===== src/rtl/glitchless_burst_ctrl_pkg.sv =====
// Shared types for the glitchless burst controller.
// The state encoding is output-encoded: rd, ds, busy and err are bits of the
// state register itself, so every strobe comes straight off a flip-flop.
// Optional feature macro used by the block: GLITCHLESS_TIMEOUT_EN.
package glitchless_pkg;

  // Bit positions of the strobes inside the state vector.
  localparam int RD_BIT   = 1;
  localparam int DS_BIT   = 2;
  localparam int BUSY_BIT = 3;
  localparam int ERR_BIT  = 4;

  // {err, busy, ds, rd, tag}; tag only separates READ from DLY.
  typedef enum logic [4:0] {
    S_IDLE = 5'b00000,
    S_READ = 5'b01010,
    S_DLY  = 5'b01011,
    S_DONE = 5'b01100,
    S_ERR  = 5'b11000
  } state_e;

  // Width of a counter holding 0..max_ws (never narrower than one bit).
  function automatic int wait_cnt_w(input int max_ws);
    if (max_ws > 0) begin
      return $clog2(max_ws + 1);
    end else begin
      return 1;
    end
  endfunction

endpackage


===== src/rtl/glitchless_burst_ctrl_ws_timer.sv =====
// Wait-state retry counter: clear, saturating increment and a registered
// at_max flag. Only instantiated when GLITCHLESS_TIMEOUT_EN is defined.
module glitchless_ws_timer
  import glitchless_pkg::*;
#(
  parameter int MAX_WS = 3
) (
  input  logic clk,
  input  logic reset_n,
  input  logic clr_i,
  input  logic inc_i,
  output logic at_max_o
);

  localparam int                CNT_W = wait_cnt_w(MAX_WS);
  localparam logic [CNT_W-1:0] MAX_C = CNT_W'(MAX_WS);
  localparam logic [CNT_W-1:0] ONE_C = CNT_W'(1);
  localparam logic [CNT_W-1:0] ZERO_C = {CNT_W{1'b0}};

  logic [CNT_W-1:0] count_q;
  logic [CNT_W-1:0] count_d;
  logic             at_max_q;
  logic             at_max_d;

  // Next count: clear wins, increment saturates at MAX_WS (never wraps).
  always_comb begin
    count_d = count_q;
    if (clr_i) begin
      count_d = ZERO_C;
    end else if (inc_i && (count_q != MAX_C)) begin
      count_d = count_q + ONE_C;
    end else begin
      count_d = count_q;
    end
    at_max_d = (count_d == MAX_C);
  end

  // Count and flag registers.
  always_ff @(posedge clk or negedge reset_n) begin
    if (!reset_n) begin
      count_q  <= ZERO_C;
      at_max_q <= (MAX_C == ZERO_C);
    end else begin
      count_q  <= count_d;
      at_max_q <= at_max_d;
    end
  end

  assign at_max_o = at_max_q;

endmodule


===== src/rtl/glitchless_burst_ctrl.sv =====
// Burst read controller with wait-state retries and glitch-free strobes.
// rd/ds/busy/err are state bits of an output-encoded FSM.
// Macro GLITCHLESS_TIMEOUT_EN: when defined, a retry limit of MAX_WS per beat
// is enforced and a timeout aborts the burst with a one-cycle err pulse;
// when undefined, retries are unlimited and err is tied low.
module glitchless_burst_ctrl
  import glitchless_pkg::*;
#(
  parameter int BEAT_W = 4,
  parameter int MAX_WS = 3
) (
  input  logic              clk,
  input  logic              reset_n,
  input  logic              go,
  input  logic              ws,
  input  logic [BEAT_W-1:0] burst_len,
  output logic              rd,
  output logic              ds,
  output logic              busy,
  output logic [BEAT_W-1:0] beat_idx,
  output logic              err
);

  localparam logic [BEAT_W-1:0] ONE_BEAT  = BEAT_W'(1);
  localparam logic [BEAT_W-1:0] ZERO_BEAT = {BEAT_W{1'b0}};

  state_e            state_q;
  logic [BEAT_W-1:0] beat_idx_q;
  logic [BEAT_W-1:0] len_q;
  logic              last_beat_s;

  // The beat just completed is the final one of the latched burst.
  always_comb begin
    last_beat_s = (beat_idx_q == (len_q - ONE_BEAT));
  end

`ifdef GLITCHLESS_TIMEOUT_EN
  logic ws_clr_s;
  logic ws_inc_s;
  logic ws_at_max_s;

  // Retry counter control: clear at burst start and between beats,
  // count every wait-state seen while below the limit.
  always_comb begin
    ws_clr_s = 1'b0;
    ws_inc_s = 1'b0;
    case (state_q)
      S_IDLE:  ws_clr_s = go;
      S_DLY:   ws_inc_s = ws & ~ws_at_max_s;
      S_DONE:  ws_clr_s = ~last_beat_s;
      default: begin
        ws_clr_s = 1'b0;
        ws_inc_s = 1'b0;
      end
    endcase
  end

  glitchless_ws_timer #(
    .MAX_WS (MAX_WS)
  ) u_ws_timer (
    .clk      (clk),
    .reset_n  (reset_n),
    .clr_i    (ws_clr_s),
    .inc_i    (ws_inc_s),
    .at_max_o (ws_at_max_s)
  );
`else
  // Without the timeout there is no retry limit to compare against.
  localparam int max_ws_unused = MAX_WS;
`endif

  // Burst sequencing: state (which carries the strobes), beat index, length.
  always_ff @(posedge clk or negedge reset_n) begin
    if (!reset_n) begin
      state_q    <= S_IDLE;
      beat_idx_q <= ZERO_BEAT;
      len_q      <= ZERO_BEAT;
    end else begin
      case (state_q)
        S_IDLE: begin
          if (go) begin
            state_q    <= S_READ;
            beat_idx_q <= ZERO_BEAT;
            // A zero-length request is served as a single beat.
            len_q      <= (burst_len == ZERO_BEAT) ? ONE_BEAT : burst_len;
          end else begin
            state_q <= S_IDLE;
          end
        end
        S_READ: begin
          state_q <= S_DLY;
        end
        S_DLY: begin
          if (!ws) begin
            state_q <= S_DONE;
          end else begin
`ifdef GLITCHLESS_TIMEOUT_EN
            state_q <= ws_at_max_s ? S_ERR : S_READ;
`else
            state_q <= S_READ;
`endif
          end
        end
        S_DONE: begin
          if (last_beat_s) begin
            state_q <= S_IDLE;
          end else begin
            state_q    <= S_READ;
            beat_idx_q <= beat_idx_q + ONE_BEAT;
          end
        end
`ifdef GLITCHLESS_TIMEOUT_EN
        S_ERR: begin
          state_q <= S_IDLE;
        end
`endif
        default: begin
          state_q <= S_IDLE;
        end
      endcase
    end
  end

  assign rd       = state_q[RD_BIT];
  assign ds       = state_q[DS_BIT];
  assign busy     = state_q[BUSY_BIT];
  assign beat_idx = beat_idx_q;

`ifdef GLITCHLESS_TIMEOUT_EN
  assign err = state_q[ERR_BIT];
`else
  // The ERR state is unreachable here; its bit is kept only for the encoding.
  logic err_bit_unused;
  assign err_bit_unused = state_q[ERR_BIT];
  assign err            = 1'b0;
`endif

endmodule


===== config.mk =====
export PLATFORM = sky130hd
export DESIGN_NAME = glitchless_burst_ctrl
export DESIGN_NICKNAME = d
export VERILOG_FILES = /design/src/rtl/glitchless_burst_ctrl_pkg.sv /design/src/rtl/glitchless_burst_ctrl_ws_timer.sv /design/src/rtl/glitchless_burst_ctrl.sv
export SDC_FILE = /design/constraint.sdc
export NUM_CORES = 1
export LEC_CHECK = 0
export ABC_AREA = 1
export CAP_MARGIN = 25
export CORE_MARGIN = 5
export CORE_UTILIZATION = 49
export DETAILED_ROUTE_END_ITERATION = 16
export GPL_ROUTABILITY_DRIVEN = 0
export PLACE_DENSITY = 0.77
export SYNTH_ARGS = -nofsm -noshare
export SYNTH_HDL_FRONTEND = slang
export SYNTH_SLANG_ARGS = --single-unit

===== constraint.sdc =====
create_clock -name clk -period 2.11 [get_ports clk]
set_clock_uncertainty 0.15 [all_clocks]
set_input_delay 0.211 -clock clk [delete_from_list [all_inputs] [get_ports clk]]
set_output_delay 0.211 -clock clk [all_outputs]
set_load 0.05 [all_outputs]

; Word level (Yosys, flattened, before mapping)
; Cells that the tools add are included.
[op_classes]
addsub = 2
n_eq_ne = 6
mux = 8
n_reduce_logical = 5
[op_table]
columns = operator, n
row1 = 4-bit two-way mux, 5
row2 = 5-bit case mux with 4 select lines, 1
row3 = 5-bit by 4-bit == test with 1-bit output (second input constant), 3
row4 = 4-bit case mux with 2 select lines, 1
row5 = 5-bit logical NOT, 1
row6 = 4-bit by 1-bit adder with 4-bit output (second input constant), 1
row7 = 4-bit == test, 1
row8 = 4-bit logical NOT, 1
row9 = 2-bit inequality test (second input constant), 2
row10 = 4-bit by 1-bit subtractor with 4-bit output (second input constant), 1
row11 = 3-bit two-way mux, 1
row12 = 3-bit AND reduction, 1
row13 = 2-bit AND reduction, 1
row14 = 2-bit nonzero test, 1
[word_totals]
ff_bits = 13
inputBits = 8
out_inout_bits = 8
word_cells = 24

; Longest topological paths before layout
; Gate-level depths: netlist of run 1.
[depth]
ltp_word = 4
ltp_mapped = 12
mapped_depth_nobuf = 12

; Worst setup path before layout of run 1
; OpenSTA, ideal clock, no wires.
[synth_timing]
path_kind = flip-flop to flip-flop
from = register len_q[0]
to = register beat_idx_q[0], in the netlist beat_idx[0]
arrival_ns = 1.374
path_slack_ns = 0.467
stages_incl_launch_ff = 13
n_path_buf = 0
path_cell_list = dfrtp_1 inv_1 ha_1 nand2_1 inv_1 nor2_1 nand2_1 nor2_1 nand2_2 nand2_4 nand2_2 nand2_1 nand2_1
[synth_via]
elab_chain_cells = 4
[synth_rtl]
columns = element, line
row1 = "start, declared", glitchless_burst_ctrl.sv:29  ; logic [BEAT_W-1:0] len_q;
row2 = "start signal, assigned", glitchless_burst_ctrl.sv:85  ; len_q <= (burst_len == ZERO_BEAT) ? ONE_BEAT : burst_len;
row3 = 4-bit by 1-bit subtractor with 4-bit output, glitchless_burst_ctrl.sv:34  ; last_beat_s = (beat_idx_q == (len_q - ONE_BEAT));
row4 = 4-bit == test, glitchless_burst_ctrl.sv:34
row5 = 2-bit inequality test (no line), -
row6 = 3-bit AND reduction (no line), -
row7 = "end signal, assigned", glitchless_burst_ctrl.sv:109  ; beat_idx_q <= beat_idx_q + ONE_BEAT;
row8 = "end, declared", glitchless_burst_ctrl.sv:28  ; logic [BEAT_W-1:0] beat_idx_q;
; Every way passes these cells.
; A chain may end at the register's enable or synchronous reset.

; Worst setup path in the final report of run 1
[layout_timing]
from = register beat_idx_q[3], in the netlist beat_idx[3]
to = output port beat_idx[3]
[layout_lines]
columns = element, line
row1 = "end, declared", glitchless_burst_ctrl.sv:20  ; output logic [BEAT_W-1:0] beat_idx,
; No word-level cell between the ends.

==> out/qor.csv, run 1 <==
metric;value;unit
status;complete, no violations;
Most used DFF post-synth;dfrtp_1;
Starting Density;0.5160;
critical path launch point;beat_idx[3];
# rows;14;
Final setup viols;0;
Post-DRT Antenna Nets;0;
Worst-Margin Slew;0.5482;ns
RSZ-0062 raised after global routing;no;
Clock Path Buffers;2;
CP endpoint kind;primary output;
Port Buffers;14;
Register Area;300.3;um2
layout cells sized above 1;0.1261;
first-pass GRT wire length;2.559;mm
Critical R2R Launch;len_q[0];
area fraction in compound gates after synthesis;0.06026;
most frequent cell after synthesis;nand2_1;
EDFF count, synth;0;
min cycle time layout;1.958;ns
number of antenna diodes;0;
final std cells w/o fill;135;
Post-CTS Setup Bufs;0;
Critical Path RT;1.75;ns
IO Pins;16;
Cell variety after synth;21;
P_leak;0.0004823;uW
f_max;510.6;MHz
share of the synthesized area in the top cell type;0.3909;
Synth top cells by count;nand2_1 (30), inv_1 (17), nor2_1 (14), dfrtp_1 (12), nand3_1 (9);
Crit path depth;1;
Pre-antenna DRT Iters;4;
post-synthesis area per instance;7.387;um2
main combinational cell family by area after synthesis;simple AND/OR/NAND/NOR gates;
global route overflow;0;
CTS tree;done;
1st-iter DRT viols;7;
DRC violations left;0;
kind of critical path;register to primary output;
H-Tree Depth;1;
FF-to-FF setup slack;0.33;ns
largest net degree at the start of global routing;15;
FF+latch count, synth;12;
critical path endpoint;beat_idx[3];
Synth Area in Adders;0.03257;
clock slew at reported path FFs;0.07;ns
dpl cell area;909.6;um2
Buf/Inv on CP;1;
YS warnings;0;
CP max FO;6;
Critical Path AT;1.60;ns
Placeable Area;1489;um2
CTS Buf Count;3;
Post-Synth Simple-Gate Area;0.3713;
post-CTS sizing;0;
die area;2460;um2
clock sink count;12;
vias per cell;4.926;
area grow syn2layout;21.34;%
multi-input logic area;377.9;um2
final worst path period share;0.9282;
Total GRT Usage;0.1301;
placed cell count;132;
initial antenna violation count;0;
vias in the first global route;635;
ordered cell list for the critical path;clkdlybuf4s50_1;
Final Instance Area;932.1;um2
# fillers;147;
CTS root buffer;clkbuf_4;
VDD IR-drop max;813.4;uV
Max Cap Viol;0;
Hold Buf Count CTS;0;
R2R cell count;12;
post-DR wirelength/cell;10.48;um
leading area contributor after synthesis;dfrtp_1;
Rel. slew slack;0.6334;
HPWL Detailed;1.147;mm
clk_lat worst skew;0.27;ns
syn_nets;114;
xor/xnor share of the synthesized area;0.02280;
vias;665;
Die Y;49.60;um
Max Transition Viols Final;0;
Tightest Hold Check Type;primary input to async pin;
Mapped Cells;104;
critical path startpoint category;register;
setup_tns;0;ns
Final Power;983.6;uW
slowest stage cell, crit path;clkdlybuf4s50_1;
nets;131;
Hold Fails Final Rpt;0;
Routed WL;1.415;mm
delay-heaviest family, CP;buffers and inverters;
Mapped Area;768.2;um2
Async SR Flop Fraction;1.000;
top cells by area, synth;dfrtp_1 (39%), nand2_1 (15%), inv_1 (8.3%), nor2_1 (6.8%), nand3_1 (5.9%);
Worst R2R End;beat_idx[0];
mux share of post-synthesis cell area;0;
DIE WIDTH;49.60;um
Cell Pwr Density;1055;nW/um2
register area share after synthesis;0.3909;
Crit path largest cell delay;0.85;ns
[final cells by class]
cell class	count	share of cell area
clock buffers	3	0.02416
inverters	19	0.07651
multi-input cells	71	0.4054
flip-flops and latches	12	0.3221
well taps	16	0.02148
repair buffers	14	0.1503
[registers in the layout, summed over array words and instances (netlist names)]
| register | cells |
|---|---|
| beat_idx | 4 |
| len_q | 4 |
| state_q | 4 |
[cells by family (layout without fill, tap and decap cells)]
family	count (synthesis)	after routing
AND/OR/NAND/NOR	60	60
buffers and inverters	21	36
flip-flops	12	12
AO/OA/AOI/OAI	6	6
adder cells (fa/ha/maj)	2	2
XOR/XNOR	2	2
other	1	1
[routing by layer]
| metal | GRT usage | wire, um |
|---|---|---|
| met1 | 0.1711 | 668 |
| met2 | 0.1970 | 669 |
| met3 | 0.02108 | 55 |
| met4 | 0.07860 | 22 |
| met5 | 0 | 0 |
[stage by stage]
| stage | util | worst slack (ns) | hold WS [ns] |
|---|---|---|---|
| 4_1_cts | 0.6261 | 0.1338 | 0.1543 |
| 6_report | 0.6261 | 0.1515 | 0.1463 |
| 3_3_place_gp | 0.6109 | 0.3883 | 0.3048 |
| 2_1_floorplan | - | 0.4673 | -0.2346 |
| 3_5_place_dp | 0.6109 | 0.3369 | 0.3133 |
| 5_1_grt | 0.6261 | 0.06274 | 0.1762 |
[how the worst min path moves through the flow]
stage,from,slack [ns],to,cells after the start
2_1_floorplan,reset_n,-0.23,beat_idx[0],0
3_3_place_gp,state_q[0],0.30,state_q[0],1
3_5_place_dp,state_q[0],0.31,state_q[0],1
4_1_cts,reset_n,0.15,state_q[1],1
5_1_grt,reset_n,0.18,state_q[1],1
6_report,reset_n,0.15,beat_idx[0],1
[layout by cell type, fill, tap and decap left out, types with 2 or more instances in the layout]
cell / netlist / layout
inv_1: 17 / 17
clkdlybuf4s50_1: 0 / 14
o21ai_2: 4 / 4
nor2_1: 14 / 14
nand2_1: 30 / 30
clkbuf_4: 0 / 3
ha_1: 2 / 2
inv_2: 2 / 2
nand2_2: 2 / 2
dfrtp_1: 12 / 12
nand3_1: 9 / 9
[report_power, final]
| part | internal (uW) | total [uW] | switching (uW) |
|---|---|---|---|
| registers | 289 | 341 | 51.2 |
| clock network | 65.9 | 135 | 69.5 |
| logic | 189 | 508 | 318 |
(Power assumes the default switching activity.)
==> run 2: changes to the inputs <==
ABC_CLOCK_PERIOD_IN_PS = 2110   (was unset)
==> results of run 2 <==
Final layout, timing and power as in run 1 (identical DEF).
